--- src/rtl/spi_slave_if.sv ---
// Signal bundle between an SPI target endpoint and its environment: the SPI pins
// plus the local TX-write / RX-valid side. Parameter N must match the endpoint's N.
interface spi_slave_if #(
  parameter int N = 8
);
  logic         i_sclk;
  logic         i_cs_n;
  logic         i_mosi;
  logic         o_miso;
  logic         o_miso_oe;
  logic [N-1:0] i_tx_data;
  logic         i_tx_we;
  logic         o_tx_ready;
  logic [N-1:0] o_rx_data;
  logic         o_rx_valid;
  logic         o_busy;
  logic         o_abort;
  logic         o_state;

  // Handshakes: a TX write is taken only in a cycle where i_tx_we and o_tx_ready are
  // both high; o_rx_valid is a one-cycle pulse with no backpressure, so local logic
  // must capture o_rx_data before the next word completes. o_state: 0 idle, 1 active.
  modport slave (
    input  i_sclk, i_cs_n, i_mosi, i_tx_data, i_tx_we,
    output o_miso, o_miso_oe, o_tx_ready, o_rx_data, o_rx_valid, o_busy, o_abort, o_state
  );

  modport master (
    output i_sclk, i_cs_n, i_mosi, i_tx_data, i_tx_we,
    input  o_miso, o_miso_oe, o_tx_ready, o_rx_data, o_rx_valid, o_busy, o_abort, o_state
  );
endinterface

--- src/rtl/spi_slave.sv ---
// SPI target endpoint: oversamples SCLK/CS_N/MOSI in the i_clk_p domain, receives
// N-bit MSB-first words and transmits from a single-entry TX buffer.
module spi_slave #(
  parameter int N    = 8,
  parameter bit CPOL = 1'b0,
  parameter bit CPHA = 1'b0
) (
  input  logic        i_clk_p,
  input  logic        i_rst_n,
  spi_slave_if.slave  bus
);

  localparam int CW = (N > 2) ? $clog2(N) : 1;
  localparam logic [CW-1:0] LAST_BIT = CW'(N - 1);

  typedef enum logic {
    IDLE   = 1'b0,
    ACTIVE = 1'b1
  } state_t;

  state_t        state;
  logic [CW-1:0] bit_cnt;
  logic [N-1:0]  rx_shift;
  logic [N-1:0]  rx_data;
  logic          rx_valid;
  logic          abort;
  logic          busy;
  logic [N-1:0]  tx_shift;
  logic [N-1:0]  tx_buf;
  logic          tx_ready;

  logic sclk_s1, sclk_s2, sclk_s3;
  logic cs_s1, cs_s2, cs_s3;
  logic mosi_s1, mosi_s2;

  // Synchronisers preset to the idle pin levels so reset never fakes an edge.
  always_ff @(posedge i_clk_p) begin
    if (!i_rst_n) begin
      sclk_s1 <= CPOL;
      sclk_s2 <= CPOL;
      sclk_s3 <= CPOL;
      cs_s1   <= 1'b1;
      cs_s2   <= 1'b1;
      cs_s3   <= 1'b1;
      mosi_s1 <= 1'b0;
      mosi_s2 <= 1'b0;
    end else begin
      sclk_s1 <= bus.i_sclk;
      sclk_s2 <= sclk_s1;
      sclk_s3 <= sclk_s2;
      cs_s1   <= bus.i_cs_n;
      cs_s2   <= cs_s1;
      cs_s3   <= cs_s2;
      mosi_s1 <= bus.i_mosi;
      mosi_s2 <= mosi_s1;
    end
  end

  logic sclk_rise, sclk_fall, lead_edge, trail_edge;
  logic sample_edge, shift_edge;
  logic cs_fall, cs_high;
  logic load_on_cs, load_in_frame, shift_in_frame, tx_load;
  logic [N-1:0] rx_next;

  assign sclk_rise   = sclk_s2 & ~sclk_s3;
  assign sclk_fall   = ~sclk_s2 & sclk_s3;
  assign lead_edge   = CPOL ? sclk_fall : sclk_rise;
  assign trail_edge  = CPOL ? sclk_rise : sclk_fall;
  assign sample_edge = CPHA ? trail_edge : lead_edge;
  assign shift_edge  = CPHA ? lead_edge : trail_edge;
  assign cs_fall     = ~cs_s2 & cs_s3;
  assign cs_high     = cs_s2;
  assign rx_next     = {rx_shift[N-2:0], mosi_s2};

  // With CPHA=0 the first MISO bit must be valid before the first SCLK edge,
  // so the shift register is loaded as the frame opens.
  assign load_on_cs     = (state == IDLE) && cs_fall && !CPHA;
  assign load_in_frame  = (state == ACTIVE) && !cs_high && shift_edge && (bit_cnt == '0);
  assign shift_in_frame = (state == ACTIVE) && !cs_high && shift_edge && (bit_cnt != '0);
  assign tx_load        = load_on_cs | load_in_frame;

  always_ff @(posedge i_clk_p) begin
    if (!i_rst_n) begin
      state    <= IDLE;
      bit_cnt  <= '0;
      rx_shift <= '0;
      rx_data  <= '0;
      rx_valid <= 1'b0;
      abort    <= 1'b0;
      busy     <= 1'b0;
      tx_shift <= '0;
      tx_buf   <= '0;
      tx_ready <= 1'b1;
    end else begin
      rx_valid <= 1'b0;
      abort    <= 1'b0;

      case (state)
        IDLE: begin
          if (cs_fall) begin
            state    <= ACTIVE;
            busy     <= 1'b1;
            bit_cnt  <= '0;
            rx_shift <= '0;
          end
        end
        ACTIVE: begin
          // CS_N release wins over any SCLK edge seen in the same cycle.
          if (cs_high) begin
            state   <= IDLE;
            busy    <= 1'b0;
            bit_cnt <= '0;
            if (bit_cnt != '0) abort <= 1'b1;
          end else if (sample_edge) begin
            rx_shift <= rx_next;
            if (bit_cnt == LAST_BIT) begin
              bit_cnt  <= '0;
              rx_data  <= rx_next;
              rx_valid <= 1'b1;
            end else begin
              bit_cnt <= bit_cnt + 1'b1;
            end
          end
        end
        default: state <= IDLE;
      endcase

      if (shift_in_frame) tx_shift <= {tx_shift[N-2:0], 1'b0};

      // Underrun sends zeros; a write landing in the same cycle still fills the buffer.
      if (tx_load) begin
        if (!tx_ready) begin
          tx_shift <= tx_buf;
          tx_ready <= 1'b1;
        end else begin
          tx_shift <= '0;
        end
      end

      if (bus.i_tx_we && tx_ready) begin
        tx_buf   <= bus.i_tx_data;
        tx_ready <= 1'b0;
      end
    end
  end

  assign bus.o_miso     = (state == ACTIVE) & tx_shift[N-1];
  assign bus.o_miso_oe  = busy;
  assign bus.o_busy     = busy;
  assign bus.o_tx_ready = tx_ready;
  assign bus.o_rx_data  = rx_data;
  assign bus.o_rx_valid = rx_valid;
  assign bus.o_abort    = abort;
  assign bus.o_state    = state;

endmodule

--- src/flat_wrapper.sv ---
// flat-port wrapper written by rule: the top's interface ports become plain ports
module spi_slave_flat 
#(
  parameter int N    = 8,
  parameter bit CPOL = 1'b0,
  parameter bit CPHA = 1'b0
)
  (i_clk_p, i_rst_n, bus_i_sclk, bus_i_cs_n, bus_i_mosi, bus_i_tx_data, bus_i_tx_we, bus_o_miso, bus_o_miso_oe, bus_o_tx_ready, bus_o_rx_data, bus_o_rx_valid, bus_o_busy, bus_o_abort, bus_o_state);
  spi_slave_if #(.N(N)) bus_i ();
  input  logic i_clk_p;
  input  logic i_rst_n;
  input wire logic [$bits(bus_i.i_sclk)-1:0] bus_i_sclk;
  input wire logic [$bits(bus_i.i_cs_n)-1:0] bus_i_cs_n;
  input wire logic [$bits(bus_i.i_mosi)-1:0] bus_i_mosi;
  input wire logic [$bits(bus_i.i_tx_data)-1:0] bus_i_tx_data;
  input wire logic [$bits(bus_i.i_tx_we)-1:0] bus_i_tx_we;
  output wire logic [$bits(bus_i.o_miso)-1:0] bus_o_miso;
  output wire logic [$bits(bus_i.o_miso_oe)-1:0] bus_o_miso_oe;
  output wire logic [$bits(bus_i.o_tx_ready)-1:0] bus_o_tx_ready;
  output wire logic [$bits(bus_i.o_rx_data)-1:0] bus_o_rx_data;
  output wire logic [$bits(bus_i.o_rx_valid)-1:0] bus_o_rx_valid;
  output wire logic [$bits(bus_i.o_busy)-1:0] bus_o_busy;
  output wire logic [$bits(bus_i.o_abort)-1:0] bus_o_abort;
  output wire logic [$bits(bus_i.o_state)-1:0] bus_o_state;
  assign bus_i.i_sclk = bus_i_sclk;
  assign bus_i.i_cs_n = bus_i_cs_n;
  assign bus_i.i_mosi = bus_i_mosi;
  assign bus_i.i_tx_data = bus_i_tx_data;
  assign bus_i.i_tx_we = bus_i_tx_we;
  assign bus_o_miso = bus_i.o_miso;
  assign bus_o_miso_oe = bus_i.o_miso_oe;
  assign bus_o_tx_ready = bus_i.o_tx_ready;
  assign bus_o_rx_data = bus_i.o_rx_data;
  assign bus_o_rx_valid = bus_i.o_rx_valid;
  assign bus_o_busy = bus_i.o_busy;
  assign bus_o_abort = bus_i.o_abort;
  assign bus_o_state = bus_i.o_state;
  spi_slave #(.N(N), .CPOL(CPOL), .CPHA(CPHA)) u_core (.i_clk_p(i_clk_p), .i_rst_n(i_rst_n), .bus(bus_i));
endmodule
--- config.mk ---
export PLATFORM = sky130hd
export DESIGN_NAME = spi_slave_flat
export DESIGN_NICKNAME = d
export VERILOG_FILES = /design/src/rtl/spi_slave_if.sv /design/src/rtl/spi_slave.sv /design/src/flat_wrapper.sv
export SDC_FILE = /design/constraint.sdc
export NUM_CORES = 1
export LEC_CHECK = 0
export CELL_PAD_IN_SITES_DETAIL_PLACEMENT = 0
export CELL_PAD_IN_SITES_GLOBAL_PLACEMENT = 1
export CORE_MARGIN = 2
export CORE_UTILIZATION = 40
export DETAILED_ROUTE_END_ITERATION = 16
export PLACE_DENSITY_LB_ADDON = 0.1
export SLEW_MARGIN = 10
export SYNTH_ARGS = -nofsm -noshare
export SYNTH_HDL_FRONTEND = slang
export SYNTH_SLANG_ARGS = --single-unit
--- constraint.sdc ---
create_clock -name i_clk_p -period 2.1 [get_ports i_clk_p]
set_input_delay 0.525 -clock i_clk_p [delete_from_list [all_inputs] [get_ports i_clk_p]]
set_output_delay 0.525 -clock i_clk_p [all_outputs]
set_load 0.01 [all_outputs]
==> results of run 1 <==
[worst max-delay path, cell delays in order (launching register included)]
cell and delay [ns]:
dfxtp_1 0.38, and2_1 0.14, clkdlybuf4s50_1 0.53
[synthesized netlist by cell type (all sizes together), types with 2 or more instances]
cell type	count	area [sq um]
buf	5	38.8
nand3	17	85.1
and4	7	61.3
inv	4	15.0
nand2	30	113
clkbuf	7	26.3
nand4bb	2	22.5
ha	3	37.5
nor2b	2	12.5
a221o	7	70.1
a21oi	24	120
mux2i	3	30.0
dfxtp	47	941
and2	7	43.8
o21ai	9	45.0
nor2	3	11.3
nand2b	6	37.5
[kinds of logic after synthesis]
family / synth area share [%]
buf+inv: 4.41
mux: 1.65
fa+ha+maj: 2.07
flops: 51.8
simple gates: 24.6
compound gates: 15.5
[per-stage QoR]
step | instances | util (%) | total power, mW | hold slack [ns] | area, sq um
global route | 277 | 51.3 | 1.64 | 0.463 | 2230
detailed placement | 269 | 49.4 | 1.06 | 0.394 | 2150
CTS | 277 | 51.3 | 1.58 | 0.414 | 2230
global placement | 269 | 49.4 | 1.05 | 0.388 | 2150
floorplan | 194 | - | 1.00 | 0.386 | 1820
finish | 277 | 51.3 | 1.56 | 0.412 | 2230
[flip-flops by register name (all words and copies together) (netlist names), 3 cells and up]
| register | cells |
|---|---|
| u_core.bit_cnt | 3 |
| u_core.bus.o_rx_data | 8 |
| u_core.rx_shift | 7 |
| u_core.tx_buf | 8 |
| u_core.tx_shift | 8 |
[routing by layer]
| layer | vias to the layer above | global-route usage, % | part of all wire (%) | wire length (um) |
|---|---|---|---|---|
| li1 | 742 | - | - | - |
| met5 | - | 0 | 0 | 0 |
| met1 | 691 | 18.7 | 45 | 1700 |
| met3 | 2 | 5.20 | 3.4 | 129 |
| met2 | 25 | 29.1 | 52 | 1960 |
| met4 | 0 | 5.45 | 0.45 | 17 |
[cell usage in the layout, fill, tap and decap left out]
cell type	count
dfxtp_1	47
nand2_1	30
clkdlybuf4s50_1	28
a21oi_1	24
nand3_1	17
o21ai_0	9
and2_1	7
and4_1	7
a221o_1	7
buf_4	7
nand2b_1	6
clkbuf_8	5
inv_1	4
mux2i_1	3
nor2_1	3
ha_1	3
nand4bb_1	2
nor2b_1	2
and4bb_2	1
or3b_1	1
and3_1	1
or4bb_1	1
o22ai_4	1
nor4bb_1	1
a22o_1	1
o2bb2ai_1	1
nand4_1	1
nor3_1	1
a2bb2oi_1	1
clkinvlp_4	1
clkinv_2	1
clkbuf_1	1
[layout make-up]
cell class,instances,area (sq um),area share [%]
multi-input cells,131,796,35.6
flip-flops and latches,47,941,42.1
inverters,4,15.0,0.672
well taps,52,65.1,2.91
repair buffers,35,333,14.9
clock buffers,6,72.6,3.25
clock inverters,2,12.5,0.560
[power breakdown]
group,switching (mW),leakage [nW],total [mW],internal (mW)
sequential,0.0139,0.382,0.925,0.912
combinational,0.0529,0.390,0.108,0.0553
clock,0.290,0.0412,0.523,0.233
[worst paths after layout]
| kind | startpoint | end | slack, ns | depth (start not counted) |
|---|---|---|---|---|
| worst max-delay path | u_core.bus.o_state | bus_o_miso | 0.23 | 2 |
| worst min-delay path | u_core.cs_s1 | u_core.cs_high | 0.41 | 1 |
| worst max register to register | u_core.bus.o_state | u_core.tx_shift[3] | 0.43 | 4 |
| worst min register to register | u_core.cs_s1 | u_core.cs_high | 0.41 | 1 |
==> results.yml, run 1 <==
run_status:
  outcome: "finished clean"
route:
  finalWirelength_um: 3800
  drt_iter0_drc: 71
  ant_nets: 0
  drc: 0
  wl_per_cell_um: 13.7
  viasPerCell: 5.27
  firstDrtPassIters: 4
  num_vias: 1460
worst_setup_path:
  critPathKind: "register to primary output"
  worstSetupEndpointType: "primary output"
  arrival_ns: 1.34
  critPathLaunchType: "register"
  worst_ep_required_time_ns: 1.57
  cp_max_fo: 3
timing:
  layout_min_cycle_time_ns: 1.87
  max_freq_ghz: 0.536
  setup_viol: 0
  fin_crit_sh_pct: 88.9
  slew_violations: 0
  tightest_slew_ns: 0.368
  slew_headroom_pct: 75.4
  fin_setup_tns_ns: 0
  hold_viol: 0
  rsz0062_at_grt: "no"
  setup_slack_ns: 0.233
  skew_ns: 0.00651
clock_network:
  cts_resized: 0
  cts_root_buffer: "clkbuf_8"
  cts_buffers: 5
  cts_tree: "yes"
  cts_hold_buf: 0
  clkTransAtPathRegs_ns: 0.08
  cts.sinks: 47
  post_cts_buffers: 0
  clockBufferDepth: 2
  clkLatencyLatePin_ns: 0.29
  htreeDepth: 2
synth:
  async_flop_share_pct: 0
  synth-seq-cells: 47
  syn_inst: 194
  netlist_area_sq_um: 1820
  synth_edf_count: 0
  syn_area_per_cell_sq_um: 9.36
  yosys_warnings: 0
  seq_area_frac_synth_pct: 51.8
  synth_fp_nets: 211
  netlist-cell-type-count: 31
  synth_top_flop_cell: "dfxtp_1"
power:
  ir_drop_uv: 477
  power.density_nw_per_um2: 696
  p_leak_nw: 0.813
die:
  initial_utilization_pct: 41.7
  core_area_sq_um: 4350
  die_x_um: 71.4
  num_rows: 24
  die_y_um: 71.4
  ioPinCount: 29
  dieArea_sq_um: 5100
cells_and_area:
  drive_above_1_share_pct: 7.11
  layout.nets: 241
  diodes: 0
  area_growth_pct: 23.0
  fill_cells: 410
placed_design:
  place_ws_ns: 0.0991
  io_buffer_count: 28
  hpwlAfterDp_um: 2740
  gp_congestion: 0.718
global_route:
  grt.overflow.total: 0
  grt_pass1_wl_um: 6550
  grt_max_degree: 27
  grt_use_total_pct: 16.4
  antenna_found_initial: 0
  grt_pass1_vias: 1456
worst_hold_path:
  holdCritPathClass: "register to register"
job:
  cap_violations: 0
No activity file was read; power rests on OpenSTA's default activity.
==> run 2, diff against run 1 <==
--- a/config.mk
+++ b/config.mk
@@ -8,9 +8,11 @@
 export CELL_PAD_IN_SITES_DETAIL_PLACEMENT = 0
 export CELL_PAD_IN_SITES_GLOBAL_PLACEMENT = 1
 export CORE_MARGIN = 2
-export CORE_UTILIZATION = 40
+export CORE_UTILIZATION = 36
 export DETAILED_ROUTE_END_ITERATION = 16
+export MAX_ROUTING_LAYER = met4
 export PLACE_DENSITY_LB_ADDON = 0.1
+export SETUP_SLACK_MARGIN = 0.5
 export SLEW_MARGIN = 10
 export SYNTH_ARGS = -nofsm -noshare
 export SYNTH_HDL_FRONTEND = slang
==> constraint.sdc (replaced) <==
create_clock -name i_clk_p -period 1.5 [get_ports i_clk_p]
set_input_delay 0.375 -clock i_clk_p [delete_from_list [all_inputs] [get_ports i_clk_p]]
set_output_delay 0.375 -clock i_clk_p [all_outputs]
set_load 0.01 [all_outputs]
==> run 2 against run 1 <==
Compared with the run above: die area rose by 10%; sequential power rose by 41%; combinational power rose to 2.8 times the previous value; routed wire length rose by 28%; non-clock buffer count rose by 28; sequential cell count did not move; final area rose by 39%; count of clock-buffer cells in the layout rose by 1; via count rose by 12%; register-to-register slack got worse by 0.40 ns; critical path type is now register to register; largest cell class is now multi-input gates; largest power group unchanged; highest routed layer unchanged.
==> results.yml, run 2 (same netlist as run 1, synthesis figures left out) <==
global_route:
  grt_use_total_pct: 17.6
  grt_pass1_wl_um: 7270
  grt_pass1_vias: 1564
  grt.overflow.total: 0
  antenna_found_initial: 0
  grt_max_degree: 14
power:
  p_leak_nw: 1.15
  power.density_nw_per_um2: 746
  power_frac_clock_pct: 31.1
  power_mw: 2.32
  p_seq_share_pct: 55.9
  p_int_mw: 1.77
  ir_drop_uv: 576
  power_frac_comb_pct: 13.0
  power.switching_mw: 0.551
  p_sw_share_pct: 23.8
clock_network:
  clockBufferDepth: 2
  clkTransAtPathRegs_ns: 0.08
  cts_buffers: 5
  cts.sinks: 47
  clkLatencyLatePin_ns: 0.29
  cts_root_buffer: "clkbuf_8"
  cts_hold_buf: 0
  htreeDepth: 2
  cts_tree: "yes"
route:
  ant_nets: 0
  firstDrtPassIters: 4
  wl_per_cell_um: 15.1
  finalWirelength_um: 4870
  drc: 0
  num_vias: 1633
  viasPerCell: 5.06
  drt_iter0_drc: 75
job:
  cap_violations: 0
cells_and_area:
  final_cell_mix: "31 x dfxtp_1, 22 x a21oi_2, 22 x buf_6"
  drive_above_1_share_pct: 63.7
  final_cell_area_sq_um: 3110
  layout_commonest_cell: "dfxtp_1"
  diodes: 0
  fin_util_pct: 65.0
  layout.nets: 272
  fill_cells: 395
  instances_no_fill: 323
  area_growth_pct: 71.2
worst_setup_path:
  r2r_end: "u_core.tx_shift[2]"
  cp_max_fo: 8
  arrival_ns: 1.65
  startpoint: "u_core.cs_high"
  critPathKind: "register to register"
  worstSetupEndpointType: "register"
  reg2reg_slack_ns: 0.03
  worst_ep_required_time_ns: 1.68
  r2r_start: "u_core.cs_high"
  r2r_cells: 3
  critPathLaunchType: "register"
placed_design:
  io_buffer_count: 28
  dp.cells: 295
  gp_congestion: 0.735
  placed_area_sq_um: 2270
  hpwlAfterDp_um: 2750
  place_ws_ns: -0.365
timing:
  setup_viol: 0
  skew_ns: 0.00518
  hold_viol: 0
  rsz0062_at_grt: "yes"
  fin_crit_sh_pct: 98.0
  slew_violations: 0
  layout_min_cycle_time_ns: 1.47
  setup_slack_ns: 0.0302
  slew_headroom_pct: 74.5
  tightest_slew_ns: 0.382
  max_freq_ghz: 0.680
worst_hold_path:
  hold_start: "u_core.cs_s1"
  min_to: "u_core.cs_high"
  holdPathStages: 1
  holdCritPathClass: "register to register"
die:
  ioPinCount: 29
  dieArea_sq_um: 5630
  core_area_sq_um: 4790
  initial_utilization_pct: 38.0
  die_x_um: 75.0
  die_y_um: 75.0
  num_rows: 25
run_status:
  outcome: "finished clean"
## run 2: worst max path at each step
stage / slack, ns / to / depth (start not counted)
floorplan: 0.02 / u_core.tx_shift[1] / 5
global placement: -0.30 / u_core.tx_shift[3] / 4
detailed placement: -0.36 / u_core.tx_shift[2] / 4
CTS: 0.02 / u_core.tx_shift[2] / 5
global route: -0.02 / u_core.tx_shift[1] / 5
finish: 0.03 / u_core.tx_shift[2] / 3
## run 2: stage by stage
step,hold WS (ns),setup TNS [ns]
CTS,0.416,0
finish,0.411,0
detailed placement,0.396,-7.04
floorplan,0.386,0
global route,0.454,-0.123
global placement,0.392,-5.92
## run 2: area by class of cell
class / count / area [sq um] / area share, %
Sequential cell: 47 / 966 / 31.1
Clock inverter: 1 / 5.00 / 0.161
Inverter: 4 / 26.3 / 0.845
Tap cell: 67 / 83.8 / 2.70
Timing Repair inverter: 1 / 6.26 / 0.201
Clock buffer: 7 / 76.3 / 2.45
Timing Repair Buffer: 63 / 673 / 21.6
Multi-Input combinational cell: 133 / 1270 / 40.9
## run 2: routing by layer
| metal | up-vias | track usage [%] | part of all wire, % |
|---|---|---|---|
| li1 | 819 | - | - |
| met1 | 784 | 20.6 | 42 |
| met2 | 26 | 30.4 | 55 |
| met3 | 4 | 3.21 | 2.2 |
| met4 | 0 | 5.95 | 0.84 |
| met5 | - | - | 0 |
## run 2: power groups by stage
stage	clock network (mW)	logic (mW)	registers, mW
2_1_floorplan	0	0.0859	1.32
3_3_place_gp	0	0.166	1.33
3_5_place_dp	0	0.171	1.33
4_1_cts	0.755	0.224	1.29
5_1_grt	0.794	0.323	1.30
6_report	0.721	0.302	1.30
## run 2: what timing repair did
action | 4_1_cts | 5_1_grt
pin swaps | 19 | 28
gates cloned | 4 | 1
endpoints found under the hold margin | 0 | 0
endpoints found under the setup margin | 62 | 53
buffers inserted | 7 | 8
gates resized for setup | 134 | 95
## run 2: critical path: stages (launching register included)
cell and delay [ns]:
dfxtp_4 0.37, or3b_4 0.41, and3_2 0.25, a221o_1 0.33
